### src/rtl/fetch_buffer_if.sv
// Fetch/decode handshake bundle for the instruction prefetch buffer.
// The master modport is the PC/imem/decode side; the slave modport is the buffer itself.
interface fetch_buffer_if #(
  parameter int PTR_W = 2
);
  logic             start_i;
  logic [31:0]      pc_i;
  logic [31:0]      instr_i;
  logic             fetch_valid_i;
  logic             fetch_ready_o;
  logic             id_stall_i;
  logic             flush_i;
  logic [31:0]      instr_o;
  logic [31:0]      pc_o;
  logic             valid_o;
  logic [PTR_W:0]   count_o;

  modport master (
    output start_i, pc_i, instr_i, fetch_valid_i, id_stall_i, flush_i,
    input  fetch_ready_o, instr_o, pc_o, valid_o, count_o
  );

  modport slave (
    input  start_i, pc_i, instr_i, fetch_valid_i, id_stall_i, flush_i,
    output fetch_ready_o, instr_o, pc_o, valid_o, count_o
  );
endinterface

### src/rtl/fetch_buffer.sv
// Instruction prefetch FIFO between fetch and the IF/ID boundary; flush empties it
// in one edge and the outputs read as a nop whenever nothing is queued.
module fetch_buffer #(
  parameter int DEPTH = 4,
  parameter int PTR_W = 2
) (
  input logic           clk_i,
  input logic           rst_i,
  fetch_buffer_if.slave bus
);

  localparam logic [PTR_W:0] FULL_COUNT = (PTR_W + 1)'(DEPTH);

  logic [63:0]      mem_r [DEPTH];
  logic [PTR_W-1:0] wr_ptr_r;
  logic [PTR_W-1:0] rd_ptr_r;
  logic [PTR_W:0]   count_r;

  logic             full_s;
  logic             valid_s;
  logic             ready_s;
  logic             push_s;
  logic             pop_s;
  logic [PTR_W:0]   count_nxt_s;
  logic [63:0]      head_s;

  // Handshake decode: space is judged on the registered count, so a same-cycle pop never frees a slot.
  always_comb begin
    full_s  = (count_r == FULL_COUNT);
    valid_s = (count_r != {(PTR_W + 1){1'b0}});
    ready_s = bus.start_i & ~bus.flush_i & ~full_s;
    push_s  = bus.fetch_valid_i & ready_s;
    pop_s   = bus.start_i & valid_s & ~bus.id_stall_i & ~bus.flush_i;
  end

  // Occupancy update for the next edge; simultaneous push and pop cancel out.
  always_comb begin
    count_nxt_s = count_r;
    if (push_s && !pop_s) begin
      count_nxt_s = count_r + (PTR_W + 1)'(1);
    end else if (pop_s && !push_s) begin
      count_nxt_s = count_r - (PTR_W + 1)'(1);
    end else begin
      count_nxt_s = count_r;
    end
  end

  // Pointer and count registers; flush beats both push and pop.
  always_ff @(posedge clk_i or negedge rst_i) begin
    if (!rst_i) begin
      wr_ptr_r <= {PTR_W{1'b0}};
      rd_ptr_r <= {PTR_W{1'b0}};
      count_r  <= {(PTR_W + 1){1'b0}};
    end else if (bus.flush_i) begin
      wr_ptr_r <= {PTR_W{1'b0}};
      rd_ptr_r <= {PTR_W{1'b0}};
      count_r  <= {(PTR_W + 1){1'b0}};
    end else begin
      if (push_s) begin
        wr_ptr_r <= wr_ptr_r + PTR_W'(1);
      end
      if (pop_s) begin
        rd_ptr_r <= rd_ptr_r + PTR_W'(1);
      end
      count_r <= count_nxt_s;
    end
  end

  // Entry storage is deliberately left unreset; empty slots are masked at the outputs.
  always_ff @(posedge clk_i) begin
    if (push_s) begin
      mem_r[wr_ptr_r] <= {bus.pc_i, bus.instr_i};
    end
  end

  // Head-of-queue presentation, forced to a nop when empty.
  always_comb begin
    if (valid_s) begin
      head_s = mem_r[rd_ptr_r];
    end else begin
      head_s = 64'h0;
    end
  end

  assign bus.fetch_ready_o = ready_s;
  assign bus.valid_o       = valid_s;
  assign bus.pc_o          = head_s[63:32];
  assign bus.instr_o       = head_s[31:0];
  assign bus.count_o       = count_r;

endmodule

### src/flat_wrapper.sv
// flat-port wrapper written by rule: the top's interface ports become plain ports
module fetch_buffer_flat 
#(
  parameter int DEPTH = 4,
  parameter int PTR_W = 2
)
  (clk_i, rst_i, bus_start_i, bus_pc_i, bus_instr_i, bus_fetch_valid_i, bus_id_stall_i, bus_flush_i, bus_fetch_ready_o, bus_instr_o, bus_pc_o, bus_valid_o, bus_count_o);
  fetch_buffer_if #(.PTR_W(PTR_W)) bus_i ();
  input logic clk_i;
  input logic rst_i;
  input wire logic [$bits(bus_i.start_i)-1:0] bus_start_i;
  input wire logic [$bits(bus_i.pc_i)-1:0] bus_pc_i;
  input wire logic [$bits(bus_i.instr_i)-1:0] bus_instr_i;
  input wire logic [$bits(bus_i.fetch_valid_i)-1:0] bus_fetch_valid_i;
  input wire logic [$bits(bus_i.id_stall_i)-1:0] bus_id_stall_i;
  input wire logic [$bits(bus_i.flush_i)-1:0] bus_flush_i;
  output wire logic [$bits(bus_i.fetch_ready_o)-1:0] bus_fetch_ready_o;
  output wire logic [$bits(bus_i.instr_o)-1:0] bus_instr_o;
  output wire logic [$bits(bus_i.pc_o)-1:0] bus_pc_o;
  output wire logic [$bits(bus_i.valid_o)-1:0] bus_valid_o;
  output wire logic [$bits(bus_i.count_o)-1:0] bus_count_o;
  assign bus_i.start_i = bus_start_i;
  assign bus_i.pc_i = bus_pc_i;
  assign bus_i.instr_i = bus_instr_i;
  assign bus_i.fetch_valid_i = bus_fetch_valid_i;
  assign bus_i.id_stall_i = bus_id_stall_i;
  assign bus_i.flush_i = bus_flush_i;
  assign bus_fetch_ready_o = bus_i.fetch_ready_o;
  assign bus_instr_o = bus_i.instr_o;
  assign bus_pc_o = bus_i.pc_o;
  assign bus_valid_o = bus_i.valid_o;
  assign bus_count_o = bus_i.count_o;
  fetch_buffer #(.DEPTH(DEPTH), .PTR_W(PTR_W)) u_core (.clk_i(clk_i), .rst_i(rst_i), .bus(bus_i));
endmodule
### config.mk
export PLATFORM = sky130hd
export DESIGN_NAME = fetch_buffer_flat
export DESIGN_NICKNAME = d
export VERILOG_FILES = /design/src/rtl/fetch_buffer_if.sv /design/src/rtl/fetch_buffer.sv /design/src/flat_wrapper.sv
export SDC_FILE = /design/constraint.sdc
export NUM_CORES = 1
export LEC_CHECK = 0
export CORE_MARGIN = 10
export CORE_UTILIZATION = 30
export DETAILED_ROUTE_END_ITERATION = 10
export PLACE_DENSITY = 0.54
export REMOVE_ABC_BUFFERS = 1
export SYNTH_ARGS = -nofsm -noshare
export SYNTH_HDL_FRONTEND = slang
export SYNTH_SLANG_ARGS = --single-unit
### constraint.sdc
create_clock -name clk_i -period 7.1 [get_ports clk_i]
set_clock_uncertainty 0.1 [all_clocks]
set_input_delay 1.42 -clock clk_i [delete_from_list [all_inputs] [get_ports clk_i]]
set_output_delay 1.42 -clock clk_i [all_outputs]
set_load 0.05 [all_outputs]
---- Word level (Yosys, flattened, before mapping) ----
Memory sizes are Yosys's and may differ from the RTL's.
Cells that the tools add are included.
operators by class
  $add $sub $neg .......................... 4
  multipliers ............................. 0
  divide/modulo/power cells ............... 0
  $lt $le $gt $ge ......................... 0
  eq/ne operators ......................... 1
  shifts and indexed selects .............. 0
  muxes and demuxes ....................... 10
  bitwise gates (word level) .............. 9
  reductions and logical operators ........ 8
operators by type and width
  kind                   number
  $mux W64               1
  $mux W3                3
  $mux W2                4
  $and A1 B1 Y1          6
  $reduce_bool A3 Y1     2
  $add A2 B1 Y2 const B  2
  $reduce_bool A2 Y1     2
  $add A3 B1 Y3 const B  1
  $eq A3 B3 Y1 const B   1
  $not A1 Y1             3
  $sub A3 B1 Y3 const B  1
  $logic_and A1 B1 Y1    2
  $logic_not A1 Y1       2
  $mux W1                2
storage, ports and cells
  register bits after elaboration ......... 7
  latch bits .............................. 0
  bits in writable memories ............... 256
  memory bits (read-only) ................. 0
  input port bits ......................... 70
  word-level logic and storage cells ...... 36
  memories kept ........................... 1
memory list
  memory        words  bits a word  read ports  clocked after Yosys merged registers in  write ports  RTL line            text
  u_core.mem_r  4      64           1           0                                        1            fetch_buffer.sv:14  logic [63:0] mem_r [DEPTH];

---- Depth between registers and ports, before layout ----
  word-level depth ........................ 9
  gate-level depth with buffers ........... 7

---- Worst setup path before layout ----
No wires, ideal clock.
  path kind ............................... input-to-reg
  start point ............................. input bus_flush_i
  end point ............................... memory u_core.mem_r[0][0], enable pin
  setup time .............................. 0.429 ns
  arrival ................................. 3.506 ns
  setup slack ............................. 3.065 ns
  cell stages on the path ................. 3
  buffers on the path ..................... 0
  path through ............................ nand2b_4 > a211oi_4 > and2_1
between the ends
  word-level cells in the longest chain between the ends .. 6
RTL lines
  item                           RTL line            text
  from (decl)                    flat_wrapper.sv:16  input wire logic [$bits(bus_i.flush_i)-1:0] bus_flush_i;
  $not A1 Y1                     fetch_buffer.sv:31  ready_s = bus.start_i & ~bus.flush_i & ~full_s;
  $and A1 B1 Y1 (2 in a row)     fetch_buffer.sv:31
  $and A1 B1 Y1                  fetch_buffer.sv:32  push_s = bus.fetch_valid_i & ready_s;
  $mux W1                        fetch_buffer.sv:71  if (push_s) begin
  $mux W1 (implied by the code)  fetch_buffer.sv:72  mem_r[wr_ptr_r] <= {bus.pc_i, bus.instr_i};
  to (decl)                      fetch_buffer.sv:14
Every way passes these cells.

---- Worst setup path in the final report ----
  start point ............................. register u_core.rd_ptr_r[0]
  end point ............................... output bus_pc_o[13]
between the ends
  word-level cells in the longest chain between the ends .. 2
RTL lines
  item                    RTL line            text
  from (decl)             fetch_buffer.sv:16  logic [PTR_W-1:0] rd_ptr_r;
  from (signal assigned)  fetch_buffer.sv:52  rd_ptr_r <= {PTR_W{1'b0}};
  from (signal assigned)  fetch_buffer.sv:56  rd_ptr_r <= {PTR_W{1'b0}};
  from (signal assigned)  fetch_buffer.sv:63  rd_ptr_r <= rd_ptr_r + PTR_W'(1);
  $mem_v2 Z4 W64          --
  $mux W64                fetch_buffer.sv:78  if (valid_s) begin
  to (decl)               flat_wrapper.sv:19  output wire logic [$bits(bus_i.pc_o)-1:0] bus_pc_o;
Every way passes these cells.

==> summary.txt <==
Clock tree
  • Hold-fix buffers, CTS: 0
  • H-tree Lvls: 1
  • Worst skew pair latency: 540 ps
  • Setup bufs post-CTS: 0
  • Root Driver: clkbuf_16
  • CTS Buffer Depth: 3
  • Sink Count: 263
  • CTS Buf Count: 29
  • Post-CTS Resized: 0
  • CTS clock-pin slew for the worst setup and hold paths: 60 ps
  • CTS tree: done

Floorplan
  • Chip height: 204 um
  • Die ar.: 41500 um2
  • Num rows: 67
  • Core ar.: 33400 um2
  • Initial core utilization: 0.303
  • IO Count: 139
  • Die W: 204 um

STA
  • Tcrit/Tclk final: 0.684
  • Worst hold-check slack: 489 ps
  • Rel. slew slack: 0.270
  • Fmax achieved: 206 MHz
  • Final setup fails: 0
  • RSZ-0062 raised after global routing: false
  • Minimum clock period: 4860 ps
  • Slew @ Worst Pin: 1090 ps
  • Final WS setup: 2240 ps
  • Final TNS setup: 0 ps
  • Hold Violations, Final: 0
  • Pins Over Slew Limit: 0

Global route
  • Gr busiest metal: met2
  • Largest net degree at the start of global routing: 70
  • First-pass GRT wire length: 32700 um
  • Met3 Usage GRT: 0.0271
  • Met1 usage: 0.113
  • Global routing usage on met2: 0.183
  • Number of global-route vias before repair: 5537
  • Remaining Overflow, GRT: 0
  • Initial antenna violation count: 0
  • Gr usage total: 0.101

Setup path
  • Setup Crit Path Kind: reg2out
  • Reg2Reg Depth: 8
  • Data required time at the worst endpoint: 5580 ps
  • CP max FO: 34
  • Worst Path Buf+Inv: 2
  • Startpoint types: register
  • Setup crit end kind: primary output
  • Worst reg2reg endpoint: u_core.bus.count_o[2]
  • Worst stage delay on the critical path: 920 ps
  • Crit path cell chain: buf_12 > mux4_2 > and2_1 > clkdlybuf4s50_1
  • Crit-path leading delay family: buffers and inverters
  • R2R setup slack: 4340 ps
  • WP data arrival: 3340 ps
  • FF-to-FF Start: u_core.bus.count_o[2]
  • CP max stage cell: dfrtp_4

Drt
  • Drt drc: 0
  • Routed WL: 21200 um
  • Final antenna-violating net count: 0
  • Initial DRT Pass Iterations: 4
  • Routed via count: 4768
  • Routed WL per cell: 19.7 um
  • DRT iter0 DRCs: 155
  • Via density: 4.43

Power
  • Combinational share of power: 0.209
  • Internal power: 2.82 mW
  • Switch share: 0.286
  • Flop pwr share: 0.445
  • Clock power share: 0.346
  • Cell area power density: 306 nW/um2
  • P_leak: 4.00 nW
  • Psw: 1.13 mW
  • Worst VDD drop: 0.000221 V

Min path
  • Sink of the worst hold path: u_core.wr_ptr_r[1]
  • HP Start: u_core.wr_ptr_r[1]
  • WHS Path Cells: 2
  • Worst hold path type: reg2reg

Place
  • DP Wirelength: 12000 um
  • GP Congestion: 0.678
  • Port Buffers: 138
  • Post-place setup slack: 2380 ps

Yosys
  • Synth Register Bits: 263
  • Sequential share of the synthesized area: 0.776
  • Synth Warn #: 0
  • Mapped Area: 10100 um2
  • Yosys cell types: 23
  • Post-Syn Area per Cell: 22.2 um2
  • Syn Inst Count: 457

Finish
  • Area taken by multi-input logic gates: 2160 um2
  • Synth-to-Final Area Change: 27.2%
  • Layout cell share with drive strength beyond 1: 0.188
  • Diode count: 0
  • Sequential Area: 7870 um2
  • Final #Nets: 681
  • # fillers: 3017

Outcome
  • Status: finished clean

Flow run
  • Maxcap violations: 0
-- power by group through the flow --
| stage | sequential (mW) | combinational (mW) | clock (mW) |
|---|---|---|---|
| CTS | 1.76 | 0.845 | 1.41 |
| floorplan | 1.80 | 0.509 | 0 |
| global placement | 1.79 | 0.838 | 0 |
| finish | 1.76 | 0.823 | 1.36 |
| global route | 1.76 | 0.872 | 1.47 |
| detailed placement | 1.79 | 0.842 | 0 |
-- state kept, by name (all words and copies together) (netlist names) --
| register | flops |
|---|---|
| u_core.mem_r | 256 |
| u_core.wr_ptr_r | 2 |
| u_core.bus.count_o | 3 |
| u_core.rd_ptr_r | 2 |
-- worst max path at each step --
| stage | startpoint | to | cells past startpoint |
|---|---|---|---|
| final | u_core.rd_ptr_r[0] | bus_pc_o[13] | 4 |
| after detailed placement | bus_flush_i | bus_fetch_ready_o | 4 |
| after floorplan | u_core.rd_ptr_r[0] | bus_instr_o[0] | 2 |
| after global routing | u_core.rd_ptr_r[0] | bus_pc_o[13] | 4 |
| after CTS | u_core.rd_ptr_r[0] | bus_pc_o[13] | 4 |
| after global placement | bus_flush_i | bus_fetch_ready_o | 4 |
-- layer usage --
layer / wire length [um] / vias to the layer above
li1: - / 2139
met1: 8390 / 2482
met2: 11000 / 114
met3: 1260 / 33
met4: 525 / 0
met5: 0 / -
-- final cells by class --
type / instances / area share
clock inverters: 19 / 0.00971
repair buffers: 140 / 0.109
multi-input cells: 167 / 0.168
inverters: 5 / 0.00146
well taps: 448 / 0.0435
flip-flops and latches: 263 / 0.611
clock buffers: 34 / 0.0578
-- cells by family (layout without fill, tap and decap cells) --
| logic type | after synthesis | in the layout | synth area share |
|---|---|---|---|
| compound gates | 3 | 3 | 0.00296 |
| xor+xnor | 4 | 4 | 0.00346 |
| fa+ha+maj | 5 | 5 | 0.00692 |
| buf+inv | 27 | 198 | 0.0116 |
| flops | 263 | 263 | 0.776 |
| mux | 69 | 69 | 0.148 |
| simple gates | 86 | 86 | 0.0513 |
-- synth_stat cells --
master    count  share of area
or3_1         1        0.00062
ha_1          4         0.0049
mux2_2        3         0.0033
buf_1         4         0.0015
clkbuf_1      9         0.0033
a21oi_1       2        0.00099
xnor2_1       3         0.0026
nand2b_4      1         0.0014
mux4_2       64           0.14
edfxtp_1    256           0.76
xor2_1        1        0.00086
nand3_1       1        0.00049
nor2b_1       3         0.0019
fa_1          1         0.0020
buf_4         2         0.0015
inv_1         5         0.0019
and2_1       69          0.043
and3_1        1        0.00062
a211oi_4      1         0.0020
nor2_1       10         0.0037
buf_2         7         0.0035
mux2i_1       2         0.0020
dfrtp_1       7          0.017
-- layout by cell type, fill, tap and decap left out, types with 2 or more instances in the layout --
master	Yosys	routed
a21oi_1	2	2
and2_1	69	65
and2_4	0	4
clkbuf_1	9	5
clkbuf_16	0	29
clkdlybuf4s50_1	0	138
clkinv_1	0	8
clkinv_2	0	5
clkinvlp_4	0	3
dfrtp_1	7	5
dfrtp_4	0	2
edfxtp_1	256	256
ha_1	4	4
inv_1	5	5
mux2_2	3	3
mux2i_1	2	2
mux4_2	64	64
nor2_1	10	10
nor2b_1	3	3
xnor2_1	3	3
-- worst min-delay path, delay by kind of cell, from the launching register on --
family | cells | cell delay (ps)
simple gates | 1 | 80
flops | 1 | 390
mux | 1 | 80
-- through the flow --
| stage | power (mW) | area, um2 | util | cells |
|---|---|---|---|---|
| finish | 3.94 | 12900 | 0.385 | 1076 |
| CTS | 4.01 | 12900 | 0.385 | 1076 |
| global route | 4.11 | 12900 | 0.385 | 1076 |
| floorplan | 2.31 | 10000 | - | 435 |
| global placement | 2.63 | 12000 | 0.359 | 1023 |
| detailed placement | 2.63 | 12000 | 0.359 | 1023 |
Note: power is estimated with default switching activity, not from simulation.
